File: src/rtl/server_pkt_pkg.sv
// Shared constants for the server test-traffic generator and receive monitor:
// frame geometry, error-flag bit positions and parser state encoding.
package server_pkt_pkg;

    localparam int unsigned P_PKT_LEN   = 128;
    localparam logic [15:0] P_ETHERTYPE = 16'h0800;

    localparam int unsigned ERR_W     = 5;
    localparam int unsigned ERR_DST   = 0;
    localparam int unsigned ERR_TYPE  = 1;
    localparam int unsigned ERR_LEN   = 2;
    localparam int unsigned ERR_USER  = 3;
    localparam int unsigned ERR_ABORT = 4;

    typedef enum logic [1:0] {
        S_IDLE = 2'd0,
        S_HDR1 = 2'd1,
        S_DATA = 2'd2
    } rx_state_e;

endpackage

File: src/rtl/server_rx_monitor_sat_counter.sv
// Saturating up-counter with synchronous clear taking priority over increment.
module sat_counter #(
    parameter int unsigned W = 32
) (
    input  logic         i_clk,
    input  logic         i_rst,
    input  logic         i_inc,
    input  logic         i_clr,
    output logic [W-1:0] o_count
);

    logic [W-1:0] cnt_q;
    logic [W-1:0] cnt_d;

    always_comb begin
        cnt_d = cnt_q;
        if (i_clr) begin
            cnt_d = '0;
        end else if (i_inc && (cnt_q != '1)) begin
            cnt_d = cnt_q + W'(1);
        end
    end

    always_ff @(posedge i_clk or posedge i_rst) begin
        if (i_rst) begin
            cnt_q <= '0;
        end else begin
            cnt_q <= cnt_d;
        end
    end

    assign o_count = cnt_q;

endmodule

File: src/rtl/server_rx_monitor.sv
// Receive-side sink for generator frames: parses header and tx timestamp, checks
// the frame, reports a registered per-frame result and keeps saturating statistics.
module server_rx_monitor #(
    parameter logic [47:0] P_MY_PORT_MAC = 48'h8D_BC_5C_4A_00_01,
    parameter int unsigned P_PKT_LEN     = server_pkt_pkg::P_PKT_LEN,
    parameter logic [15:0] P_ETHERTYPE   = server_pkt_pkg::P_ETHERTYPE
) (
    input  logic        i_clk,
    input  logic        i_rst,
    input  logic        i_stat_rx_status,
    input  logic [63:0] i_time_stamp,
    input  logic        i_clr_stats,
    input  logic        rx_axis_tvalid,
    input  logic [63:0] rx_axis_tdata,
    input  logic        rx_axis_tlast,
    input  logic [7:0]  rx_axis_tkeep,
    input  logic        rx_axis_tuser,
    output logic        rx_axis_tready,
    output logic        o_pkt_valid,
    output logic        o_pkt_ok,
    output logic [4:0]  o_err_flags,
    output logic [47:0] o_src_mac,
    output logic [63:0] o_latency,
    output logic [31:0] o_pkt_cnt,
    output logic [31:0] o_err_cnt,
    output logic [63:0] o_lat_max
);

    import server_pkt_pkg::*;

    localparam logic [15:0] LEN16 = 16'(P_PKT_LEN);

    rx_state_e         state_q,     state_d;
    logic [15:0]       beat_cnt_q,  beat_cnt_d;
    logic [15:0]       src_hi_q,    src_hi_d;
    logic [31:0]       src_lo_q,    src_lo_d;
    logic [63:0]       lat_q,       lat_d;
    logic [ERR_W-1:0]  err_q,       err_d;

    logic              pkt_valid_q, pkt_valid_d;
    logic              pkt_ok_q,    pkt_ok_d;
    logic [ERR_W-1:0]  err_flags_q, err_flags_d;
    logic [47:0]       src_mac_q,   src_mac_d;
    logic [63:0]       latency_q,   latency_d;
    logic [63:0]       lat_max_q,   lat_max_d;

    logic              accept;
    logic              done;
    logic              frame_ok;
    logic [15:0]       beat_num;

    assign accept   = rx_axis_tvalid & i_stat_rx_status;
    assign beat_num = beat_cnt_q + 16'd1;

    always_comb begin
        state_d    = state_q;
        beat_cnt_d = beat_cnt_q;
        src_hi_d   = src_hi_q;
        src_lo_d   = src_lo_q;
        lat_d      = lat_q;
        err_d      = err_q;
        done       = 1'b0;

        if ((state_q != S_IDLE) && !i_stat_rx_status) begin
            err_d[ERR_ABORT] = 1'b1;
            done             = 1'b1;
            state_d          = S_IDLE;
            beat_cnt_d       = '0;
        end else if (accept) begin
            beat_cnt_d = beat_num;
            unique case (state_q)
                S_IDLE: begin
                    // Every field is re-seeded here so short frames report clean zeros
                    err_d           = '0;
                    src_lo_d        = '0;
                    lat_d           = '0;
                    src_hi_d        = rx_axis_tdata[15:0];
                    err_d[ERR_DST]  = (rx_axis_tdata[63:16] != P_MY_PORT_MAC);
                    state_d         = S_HDR1;
                end
                S_HDR1: begin
                    src_lo_d = rx_axis_tdata[63:32];
                    if (rx_axis_tdata[31:16] != P_ETHERTYPE) begin
                        err_d[ERR_TYPE] = 1'b1;
                    end
                    state_d = S_DATA;
                end
                S_DATA: begin
                    if (beat_cnt_q == 16'd2) begin
                        lat_d = i_time_stamp - rx_axis_tdata;
                    end
                end
                default: state_d = S_IDLE;
            endcase

            if (rx_axis_tkeep != 8'hFF) begin
                err_d[ERR_USER] = 1'b1;
            end

            if (rx_axis_tlast) begin
                if (rx_axis_tuser) begin
                    err_d[ERR_USER] = 1'b1;
                end
                if (beat_num != LEN16) begin
                    err_d[ERR_LEN] = 1'b1;
                end
                done       = 1'b1;
                state_d    = S_IDLE;
                beat_cnt_d = '0;
            end
        end
    end

    assign frame_ok = done && (err_d == '0);

    always_comb begin
        pkt_valid_d = done;
        pkt_ok_d    = pkt_ok_q;
        err_flags_d = err_flags_q;
        src_mac_d   = src_mac_q;
        latency_d   = latency_q;
        lat_max_d   = lat_max_q;

        if (done) begin
            pkt_ok_d    = frame_ok;
            err_flags_d = err_d;
            src_mac_d   = {src_hi_d, src_lo_d};
            latency_d   = lat_d;
        end

        if (i_clr_stats) begin
            lat_max_d = '0;
        end else if (frame_ok && (lat_d > lat_max_q)) begin
            lat_max_d = lat_d;
        end
    end

    always_ff @(posedge i_clk or posedge i_rst) begin
        if (i_rst) begin
            state_q     <= S_IDLE;
            beat_cnt_q  <= '0;
            src_hi_q    <= '0;
            src_lo_q    <= '0;
            lat_q       <= '0;
            err_q       <= '0;
            pkt_valid_q <= 1'b0;
            pkt_ok_q    <= 1'b0;
            err_flags_q <= '0;
            src_mac_q   <= '0;
            latency_q   <= '0;
            lat_max_q   <= '0;
        end else begin
            state_q     <= state_d;
            beat_cnt_q  <= beat_cnt_d;
            src_hi_q    <= src_hi_d;
            src_lo_q    <= src_lo_d;
            lat_q       <= lat_d;
            err_q       <= err_d;
            pkt_valid_q <= pkt_valid_d;
            pkt_ok_q    <= pkt_ok_d;
            err_flags_q <= err_flags_d;
            src_mac_q   <= src_mac_d;
            latency_q   <= latency_d;
            lat_max_q   <= lat_max_d;
        end
    end

    sat_counter #(.W(32)) u_pkt_cnt (
        .i_clk   (i_clk),
        .i_rst   (i_rst),
        .i_inc   (frame_ok),
        .i_clr   (i_clr_stats),
        .o_count (o_pkt_cnt)
    );

    sat_counter #(.W(32)) u_err_cnt (
        .i_clk   (i_clk),
        .i_rst   (i_rst),
        .i_inc   (done && !frame_ok),
        .i_clr   (i_clr_stats),
        .o_count (o_err_cnt)
    );

    assign rx_axis_tready = 1'b1;
    assign o_pkt_valid    = pkt_valid_q;
    assign o_pkt_ok       = pkt_ok_q;
    assign o_err_flags    = err_flags_q;
    assign o_src_mac      = src_mac_q;
    assign o_latency      = latency_q;
    assign o_lat_max      = lat_max_q;

endmodule
File: config.mk
export PLATFORM = sky130hd
export DESIGN_NAME = server_rx_monitor
export DESIGN_NICKNAME = d
export VERILOG_FILES = /design/src/rtl/server_pkt_pkg.sv /design/src/rtl/server_rx_monitor_sat_counter.sv /design/src/rtl/server_rx_monitor.sv
export SDC_FILE = /design/constraint.sdc
export NUM_CORES = 1
export LEC_CHECK = 0
export BUFFER_PORTS_ARGS = -buffer_cell sky130_fd_sc_hd__clkbuf_2
export CAP_MARGIN = 20
export CORE_UTILIZATION = 60
export CTS_BUF_LIST = sky130_fd_sc_hd__clkbuf_2
export DETAILED_ROUTE_END_ITERATION = 8
export GPL_ROUTABILITY_DRIVEN = 0
export HOLD_SLACK_MARGIN = 0.12
export PLACE_DENSITY = 0.87
export SLEW_MARGIN = 20
export SYNTH_ARGS = -nofsm -noshare
export SYNTH_HDL_FRONTEND = slang
export SYNTH_SLANG_ARGS = --single-unit
File: constraint.sdc
create_clock -name i_clk -period 30.7 [get_ports i_clk]
set_input_delay 3.07 -clock i_clk [delete_from_list [all_inputs] [get_ports i_clk]]
set_output_delay 3.07 -clock i_clk [all_outputs]
set_load 0.05 [all_outputs]
## Word-level counts from Yosys, hierarchy flattened

Index checks and enable logic that the tools add are counted.

| storage, ports and cells | value |
|---|---|
| flip-flop bits (word level) | 382 |
| input bits | 143 |
| output and inout port bits | 248 |

| cells by class | value |
|---|---|
| add/subtract/negate cells | 4 |
| magnitude comparators | 1 |
| equal/unequal tests | 10 |
| muxes and demuxes | 37 |
| bitwise logic cells | 1 |
| reductions and logical operators | 16 |

Operators with widths:

| kind | count |
|---|---|
| 2-to-1 mux 64 bit | 5 |
| 2-to-1 mux 32 bit | 6 |
| one-hot mux 64 bit (2 select lines) | 1 |
| 2-to-1 mux 16 bit | 6 |
| adder 32 x 1 -> 32 bit (second input constant) | 2 |
| > comparator 64 bit | 1 |
| inequality test 32 bit (second input constant) | 2 |
| one-hot mux 32 bit (2 select lines) | 1 |
| subtractor 64 bit | 1 |
| inequality test 48 bit (second input constant) | 1 |
| adder 16 x 1 -> 16 bit (second input constant) | 1 |
| equality test 16 x 2 -> 1 bit (second input constant) | 1 |
| inequality test 16 x 12 -> 1 bit (second input constant) | 1 |
| inequality test 16 x 8 -> 1 bit (second input constant) | 1 |
| nonzero test 2 bit | 5 |
| 2-to-1 mux 1 bit | 9 |
| 2-to-1 mux 2 bit | 4 |
| inequality test 8 bit (second input constant) | 1 |
| logical AND 1 bit | 6 |
| one-hot mux 2 bit (3 select lines) | 1 |
| zero test 5 bit | 1 |
| 2-to-1 mux 5 bit | 1 |
| 2-to-1 mux 4 bit | 1 |
| 2-to-1 mux 3 bit | 1 |
| 8 further kinds | 9 |

## Logic depth before layout (Yosys ltp)

Gate-level depths: netlist of the first run.

| depth | value |
|---|---|
| word-level depth | 14 |
| depth in mapped cells | 24 |
| gate-level depth less buffers | 22 |

## Modules after synthesis

A second synthesis of the first run with hierarchy kept.

| unflattened totals | value |
|---|---|
| cell total of the unflattened synthesis | 2551 |
| area, all modules | 22251.3 um2 |

Modules (own cells, without submodules):

| module | times used | cells an instance | area an instance (um2) |
|---|---|---|---|
| server_rx_monitor | 1 | 2179 | 18770.5 |
| sat_counter | 2 | 186 | 1740.4 |

## Worst setup path before layout of the first run

OpenSTA, ideal clock, no wires.

| timing path | value |
|---|---|
| kind | in2reg |
| start | input port rx_axis_tdata[18] |
| end | register lat_max_q[0], in the netlist o_lat_max[0] |
| setup time | 132 ps |
| arrival time | 7723 ps |
| slack | 22845 ps |
| stages | 23 |
| buffers on the path | 3 |
| cells stage by stage | inv_1 ha_1 buf_2 nand4_2 or4_1 a311o_1 a311oi_2 o31ai_2 and2_4 o41ai_1 mux2i_1 nand2_1 ha_1 nand3_1 nor3_1 nand2_1 nor3_1 o21ai_0 a31oi_1 buf_4 buf_4 mux2i_1 nor2_1 |

RTL lines:

| item | RTL line | RTL |
|---|---|---|
| start: declaration | server_rx_monitor.sv:14 | `input logic [63:0] rx_axis_tdata,` |
| subtractor 64 bit | server_rx_monitor.sv:90 | `lat_d = i_time_stamp - rx_axis_tdata;` |
| 2-to-1 mux 64 bit | server_rx_monitor.sv:89 | `if (beat_cnt_q == 16'd2) begin` |
| one-hot mux 64 bit (2 select lines) | server_rx_monitor.sv:71 | `unique case (state_q)` |
| 2-to-1 mux 64 bit | server_rx_monitor.sv:69 | `end else if (accept) begin` |
| 2-to-1 mux 64 bit | server_rx_monitor.sv:64 | `if ((state_q != S_IDLE) && !i_stat_rx_status) begin` |
| via lat_d[61] | server_rx_monitor.sv:37 | `logic [63:0] lat_q, lat_d;` |
| > comparator 64 bit | server_rx_monitor.sv:133 | `end else if (frame_ok && (lat_d > lat_max_q)) begin` |
| logical AND 1 bit | server_rx_monitor.sv:133 |  |
| nonzero test 2 bit (no line) | - |  |
| end signal: assignment | server_rx_monitor.sv:164 | `lat_max_q <= lat_max_d;` |
| end: declaration | server_rx_monitor.sv:45 | `logic [63:0] lat_max_q, lat_max_d;` |

The timed path passes the listed nets, and every way through them passes these cells.
A chain may end at the register's enable or synchronous reset.

## Worst setup path in the final report of the first run

| timing path | value |
|---|---|
| start | input port rx_axis_tdata[19] |
| end | register lat_max_q[41], in the netlist o_lat_max[41] |

RTL lines:

| item | RTL line |
|---|---|
| subtractor 64 bit (*) | server_rx_monitor.sv:90 |
| 2-to-1 mux 64 bit (*) | server_rx_monitor.sv:89 |
| one-hot mux 64 bit (2 select lines) (*) | server_rx_monitor.sv:71 |
| 2-to-1 mux 64 bit (*) | server_rx_monitor.sv:69 |
| 2-to-1 mux 64 bit (*) | server_rx_monitor.sv:64 |
| via lat_d[41] | server_rx_monitor.sv:37 |
| > comparator 64 bit | server_rx_monitor.sv:133 |
| logical AND 1 bit | server_rx_monitor.sv:133 |
| nonzero test 2 bit (no line) | - |

Mark *: on every way through the listed nets, which the timed path passes. The rest lies on a longest branch. The select of a mux whose other input is x is not followed.

==> reports/metrics.yaml, run 1 <==
yosys.area.top_type: "dfrtp_1"
combPwrFrac_pct: 39.8
synthCells: 2522
grt_pass1_vias: 21000
drtAntennaViolNets: 0
final_cell_mix: "clkbuf_2 (534), dfrtp_1 (382), nor2_1 (284)"
cts_root_buf: "clkbuf_2"
cp_common_cell: "o21ai_0"
switching_power_uw: 739
cts_tree: "yes"
final_nets: 3199
hold_path.class: "reg2reg"
synthFlopType: "dfrtp_1"
cp-end-kind: "register"
drive_above_1_share_pct: 23.3
postCtsSetupBuffers: 0
worst_pin_slew_ns: 1.04
grt_pass1_wl_um: 111000
p_leak_uw: 0.0130
p_sw_share_pct: 45.1
drt_first_pass_iters: 6
max_stage_delay_ns: 0.70
drt-vias-per-instance: 6.23
initial_core_util_pct: 61.2
finalCritPeriodShare_pct: 27.9
path_class: "in2reg"
finalSetupTns_ns: 0
ys_ff_latch: 382
crit_required_ns: 31.62
clockBufferDepth: 3
dieHeight_um: 196
drtIter0Drc: 2364
yosys_warnings: 0
seq_power_share_pct: 38.5
h-tree-depth: 3
max_freq_ghz: 0.117
async_reset_ff_share_pct: 100
vias: 21500
seq_area_frac_synth_pct: 42.4
r2r_slack_ns: 23.35
path_delay_family: "compound AO/OA/AOI/OAI gates"
pwr-share-clk_pct: 21.7
path_buf_inv: 3
peakVddDrop_mv: 0.0412
io_buffer_count: 389
die-area_sq_um: 38300
drc: 0
synth-edff-count: 0
power_density_nw_per_um2: 63.7
setup_viol: 0
grt_max_degree: 123
syn_nets: 2798
syn_area_sq_um: 22500
start_kind: "primary input"
rsz0062_at_grt: "false"
clk_latency_ns: 1.06
synth_top_cell_area_share_pct: 42.4
slew_headroom_pct: 30.6
ys_types: 84
cts_buffers: 98
die_w_um: 196
path_clk_slew_ns: 0.11
core_sq_um: 36800
wl_um: 71100
p_int_uw: 900
cts.sinks: 382
post-place-ws_ns: 21.22
postCtsHoldBufs: 0
finalHoldViolations: 0
area.growth.synth_to_final_pct: 14.2
avgSynthCellArea_sq_um: 8.93
worstPathMaxFanout: 49
crit_chain: "clkbuf_2 -> inv_1 -> ha_1 -> nand4_2 -> or4_1 -> a311o_1 -> a31oi_1 -> o21ai_0 -> a211oi_2 -> nor3_1 -> o31ai_1 -> ha_1 -> nand4_1 -> nor4_1 -> nand2_1 -> nor3_1 -> o21ai_0 -> a31oi_4 -> buf_4 -> o21ai_0 -> a21oi_1"
crit_arrival_ns: 9.49
cap_viol_max_count: 0
antenna_found_initial: 2
yosys-top-cells-area: "dfrtp_1 (42%), ha_1 (7.3%), nor2_1 (4.7%)"
grt.total_usage_pct: 36.9
grt_overflow_total: 0
row_count: 70
cts_resized: 0
min_period_ns: 8.58
wire_per_inst_um: 20.6
final_common_cell: "clkbuf_2"
critical_path.slowest_cell: "buf_4"
status: "finished, final reports clean"
fin_skew_ns: 0.0843
report.final.slew_viol_count: 0
num_io_pins: 391
postLayoutSetupSlackWorst_ns: 22.12
hpwl_um: 53100
[tightest hold or removal path, stage by stage, from the launching register on]
cell	delay, ns
dfrtp_1	0.34
nand2_1	0.04
nand2_1	0.06
[flip-flops by register name, summed over array words and instances (netlist names), 16 cells and up]
register	cells
o_lat_max	64
beat_cnt_q	16
lat_q	64
o_src_mac	48
u_err_cnt.o_count	32
o_latency	64
src_hi_q	16
u_pkt_cnt.o_count	32
src_lo_q	32
[stage by stage]
stage	total power, uW	area [sq um]	utilization [%]	instances	hold slack [ns]
floorplan	1090	22500	-	2522	0.429
global placement	1260	24900	67.6	3291	0.439
detailed placement	1280	24900	67.6	3291	0.447
CTS	1630	25700	70.0	3457	0.472
global route	1710	25700	70.0	3458	0.501
finish	1640	25700	70.0	3458	0.472
[path summary, 6_finish.rpt]
| path | start | to | cells past startpoint |
|---|---|---|---|
| min | src_lo_q[4] | src_lo_q[4] | 2 |
| max reg2reg | beat_cnt_q[9] | o_lat_max[41] | 16 |
| min reg2reg | src_lo_q[4] | src_lo_q[4] | 2 |
| min in group asynchronous | i_rst | o_lat_max[0] | 2 |
| max | rx_axis_tdata[19] | o_lat_max[41] | 21 |
| max in group asynchronous | i_rst | o_src_mac[21] | 3 |
[synth_stat cells (all sizes together), types with 11 or more instances]
cell type,count
dfrtp,382
nor2,285
nand2,268
inv,177
a21oi,134
ha,132
o21ai,124
nand3,114
clkbuf,94
mux2,84
nand4,69
a21o,67
nor3,64
xnor2,61
mux2i,42
nor4,34
a31oi,31
and3,30
buf,28
xor2,28
o21a,25
a211oi,19
nor2b,16
o31ai,16
or3,14
and2,13
o211ai,13
a22oi,12
and4,12
nand2b,12
or2,12
o21bai,11
[power groups by stage]
stage	Clock, uW	Sequential [uW]	Combinational, uW
floorplan	0	831	262
global placement	0	634	627
detailed placement	0	640	642
CTS	359	630	645
global route	385	640	689
finish	355	631	652
[area by class of cell]
class	count	area [sq um]
multi-input combinational	1841	11800
timing repair buffer	423	2200
antenna	1	2.50
inverter	177	674
clock buffer	146	731
sequential	382	9560
fill	2915	11000
clock inverter	20	131
tap	468	586
[routing by layer]
layer	vias up	track usage (%)	wire length, um
li1	9726	-	-
met1	10300	46.7	27500
met2	1297	58.7	32500
met3	232	10.1	7910
met4	2	17.4	3240
met5	-	0	14
[logic make-up (layout without fill, tap and decap cells)]
logic type,after synthesis,after routing,share of synthesized area [%]
other,1,2,0.0166
multiplexers,126,126,6.08
buffers and inverters,299,766,5.16
AO/OA/AOI/OAI,528,528,15.2
XOR/XNOR,89,89,3.46
adder cells (fa/ha/maj),133,133,7.42
AND/OR/NAND/NOR,964,964,20.2
flip-flops,382,382,42.4
Note: power is estimated with default switching activity, not from simulation.
==> run 2, diff against run 1 <==
--- a/config.mk
+++ b/config.mk
@@ -5,14 +5,15 @@
 export SDC_FILE = /design/constraint.sdc
 export NUM_CORES = 1
 export LEC_CHECK = 0
+export ABC_AREA = 1
 export BUFFER_PORTS_ARGS = -buffer_cell sky130_fd_sc_hd__clkbuf_2
 export CAP_MARGIN = 20
-export CORE_UTILIZATION = 60
+export CORE_UTILIZATION = 54
 export CTS_BUF_LIST = sky130_fd_sc_hd__clkbuf_2
 export DETAILED_ROUTE_END_ITERATION = 8
 export GPL_ROUTABILITY_DRIVEN = 0
 export HOLD_SLACK_MARGIN = 0.12
-export PLACE_DENSITY = 0.87
+export PLACE_DENSITY = 0.81
 export SLEW_MARGIN = 20
 export SYNTH_ARGS = -nofsm -noshare
 export SYNTH_HDL_FRONTEND = slang
==> constraint.sdc (replaced) <==
create_clock -name i_clk -period 7 [get_ports i_clk]
set_input_delay 0.7 -clock i_clk [delete_from_list [all_inputs] [get_ports i_clk]]
set_output_delay 0.7 -clock i_clk [all_outputs]
set_load 0.05 [all_outputs]
==> run 2 against run 1 <==
  * Power grew to 4.6 times the previous value
  * Synthesized area is 12% higher
  * Non-clock buffer count is 47 higher
==> reports/metrics.yaml, run 2 <==
status: "finished, final reports clean"
rsz0062_at_grt: "false"
grt_max_degree: 162  # +32%
synth-edff-count: 0  # unchanged
drc: 0  # unchanged
worstPathMaxFanout: 42  # -14%
start_kind: "primary input"
cts.sinks: 382  # unchanged
hpwl_um: 61000  # +15%
dieHeight_um: 218  # +11%
ys_types: 49  # -42%
fin_skew_ns: 0.119  # +0.0352 ns
synthCells: 3740  # +48%
die-area_sq_um: 47600  # +24%
cts_tree: "yes"
slew_headroom_pct: 26.7  # -3.8 points
clk_latency_ns: 1.14  # +0.08 ns
num_io_pins: 391  # unchanged
finalSetupTns_ns: 0  # unchanged
cts_buffers: 96  # -2.0%
critical_path.slowest_cell: "dlygate4sd3_1"
setup_viol: 0  # unchanged
p_leak_uw: 0.0166  # +27%
utilization_pct: 63.4  # -6.5 points
cp_common_cell: "nand2_1"
netlist_top_cells_count: "nand2_1 (1,300), inv_1 (546), dfrtp_1 (382)"
drive_above_1_share_pct: 13.7  # -9.7 points
grt_pass1_wl_um: 128000  # +15%
cts_resized: 0  # unchanged
final_nets: 4466  # +40%
grt_overflow_total: 0  # unchanged
syn_area_sq_um: 25300  # +12%
max_stage_delay_ns: 0.54  # -0.16 ns
cts_root_buf: "clkbuf_2"
finalCritPeriodShare_pct: 75.3
synthFlopType: "dfrtp_1"
cap_viol_max_count: 0  # unchanged
path_clk_slew_ns: 0.10  # about the same
total_power_uw: 7520  # +360%
drt_first_pass_iters: 8  # +2
avgSynthCellArea_sq_um: 6.75  # -24%
yosys_warnings: 0  # unchanged
max_freq_ghz: 0.190
cp-end-kind: "register"
min_period_ns: 5.27
crit_arrival_ns: 6.23  # -3.26 ns
drtIter0Drc: 2619  # +11%
yosys-top-cells-area: "dfrtp_1 (38%), nand2_1 (19%), inv_1 (8.1%)"
power_density_nw_per_um2: 259  # +310%
vias: 26300  # +22%
final_cell_mix: "nand2_1 (1,300), inv_1 (544), clkbuf_2 (511)"
path_class: "in2reg"
final_common_cell: "nand2_1"
async_reset_ff_share_pct: 100  # unchanged
row_count: 78  # +11%
postLayoutSetupSlackWorst_ns: 1.73  # -20.40 ns
seq_area_frac_synth_pct: 37.8  # -4.6 points
ys_ff_latch: 382  # unchanged
grt.total_usage_pct: 34.3  # -2.6 points
wl_um: 81800  # +15%
die_w_um: 218  # +11%
r2r_slack_ns: 1.77  # -21.58 ns
io_buffer_count: 389  # unchanged
finalHoldViolations: 0  # unchanged
clockBufferDepth: 3  # unchanged
worst_pin_slew_ns: 1.10  # +0.0600 ns
core_sq_um: 45800  # +24%
wire_per_inst_um: 16.8  # -18%
drtAntennaViolNets: 0  # unchanged
synth_top_cell_area_share_pct: 37.8  # -4.6 points
drt-vias-per-instance: 5.42  # -13%
grt_pass1_vias: 24500  # +17%
crit_required_ns: 7.96  # -23.66 ns
initial_core_util_pct: 55.2  # -6.1 points
yosys.area.top_type: "dfrtp_1"
syn_nets: 4016  # +44%
area.growth.synth_to_final_pct: 15.0
h-tree-depth: 3  # unchanged
yosysMostFrequentCell: "nand2_1"
peakVddDrop_mv: 0.257  # +520%
post-place-ws_ns: 1.25  # -19.97 ns
antenna_found_initial: 3  # +1
hold_path.class: "in2reg"
report.final.slew_viol_count: 0  # unchanged
==> run 2: kinds of logic (layout without fill, tap and decap cells) <==
| logic type | after synthesis | after routing | synth area share [%] |
|---|---|---|---|
| other | 1 | 4 | 0.0148 |
| buffers and inverters | 675 | 1188 | 10.4 |
| AND/OR/NAND/NOR | 2126 | 2126 | 35.0 |
| AO/OA/AOI/OAI | 337 | 337 | 7.20 |
| adder cells (fa/ha/maj) | 133 | 133 | 6.62 |
| flip-flops | 382 | 382 | 37.8 |
| XOR/XNOR | 86 | 86 | 2.98 |
==> run 2: metal layers <==
layer / part of all wire (%) / GRT usage [%] / vias to the layer above
met5: 0.015 / 0 / -
li1: - / - / 12800
met2: 45 / 54.0 / 1275
met1: 41 / 44.3 / 12100
met4: 3.8 / 13.6 / 2
met3: 11 / 9.94 / 206
==> run 2: layout make-up <==
| cell class | instances | area, sq um |
|---|---|---|
| diodes | 3 | 7.51 |
| repair buffers | 470 | 2730 |
| fillers | 4247 | 16700 |
| well taps | 600 | 751 |
| multi-input cells | 2683 | 13100 |
| flip-flops and latches | 382 | 9560 |
| clock inverters | 39 | 199 |
| inverters | 557 | 2100 |
| clock buffers | 122 | 611 |
==> run 2: timing repair <==
action,in CTS,in global routing
endpoints found under the setup margin,0,0
hold endpoints to repair,128,0
hold buffers,54,0
setup buffers,0,0
==> run 2: where the power goes <==
group	switching (uW)	total [uW]	internal (uW)	leakage, uW
sequential	245	2870	2630	0.00514
combinational	2440	3180	735	0.0108
clock	951	1470	523	0.000607
total	3640	7520	3890	0.0166
==> run 2: worst paths after layout <==
| kind | from | cells after the start | end |
|---|---|---|---|
| worst min-delay path | i_time_stamp[63] | 6 | o_latency[63] |
| worst min register to register | o_src_mac[27] | 2 | o_src_mac[27] |
| worst max register to register | beat_cnt_q[0] | 26 | o_lat_max[10] |
| max in group asynchronous | i_rst | 4 | o_latency[45] |
| worst max-delay path | i_time_stamp[0] | 32 | o_lat_max[10] |
| min in group asynchronous | i_rst | 3 | o_latency[37] |
==> run 2: per-stage QoR <==
| step | std cells | area, sq um | hold slack [ns] |
|---|---|---|---|
| floorplan | 3740 | 25300 | 0.437 |
| global placement | 4638 | 27700 | 0.452 |
| finish | 4856 | 29000 | 0.286 |
| CTS | 4853 | 29000 | 0.169 |
| global route | 4856 | 29000 | 0.289 |
| detailed placement | 4638 | 27700 | 0.457 |
==> run 2: worst max-delay path: cells and delay by family <==
family                   cells  cell delay, ns
buffers and inverters        6            1.35
AND/OR/NAND/NOR             22            2.92
adder cells (fa/ha/maj)      3            0.94
AO/OA/AOI/OAI                1            0.27
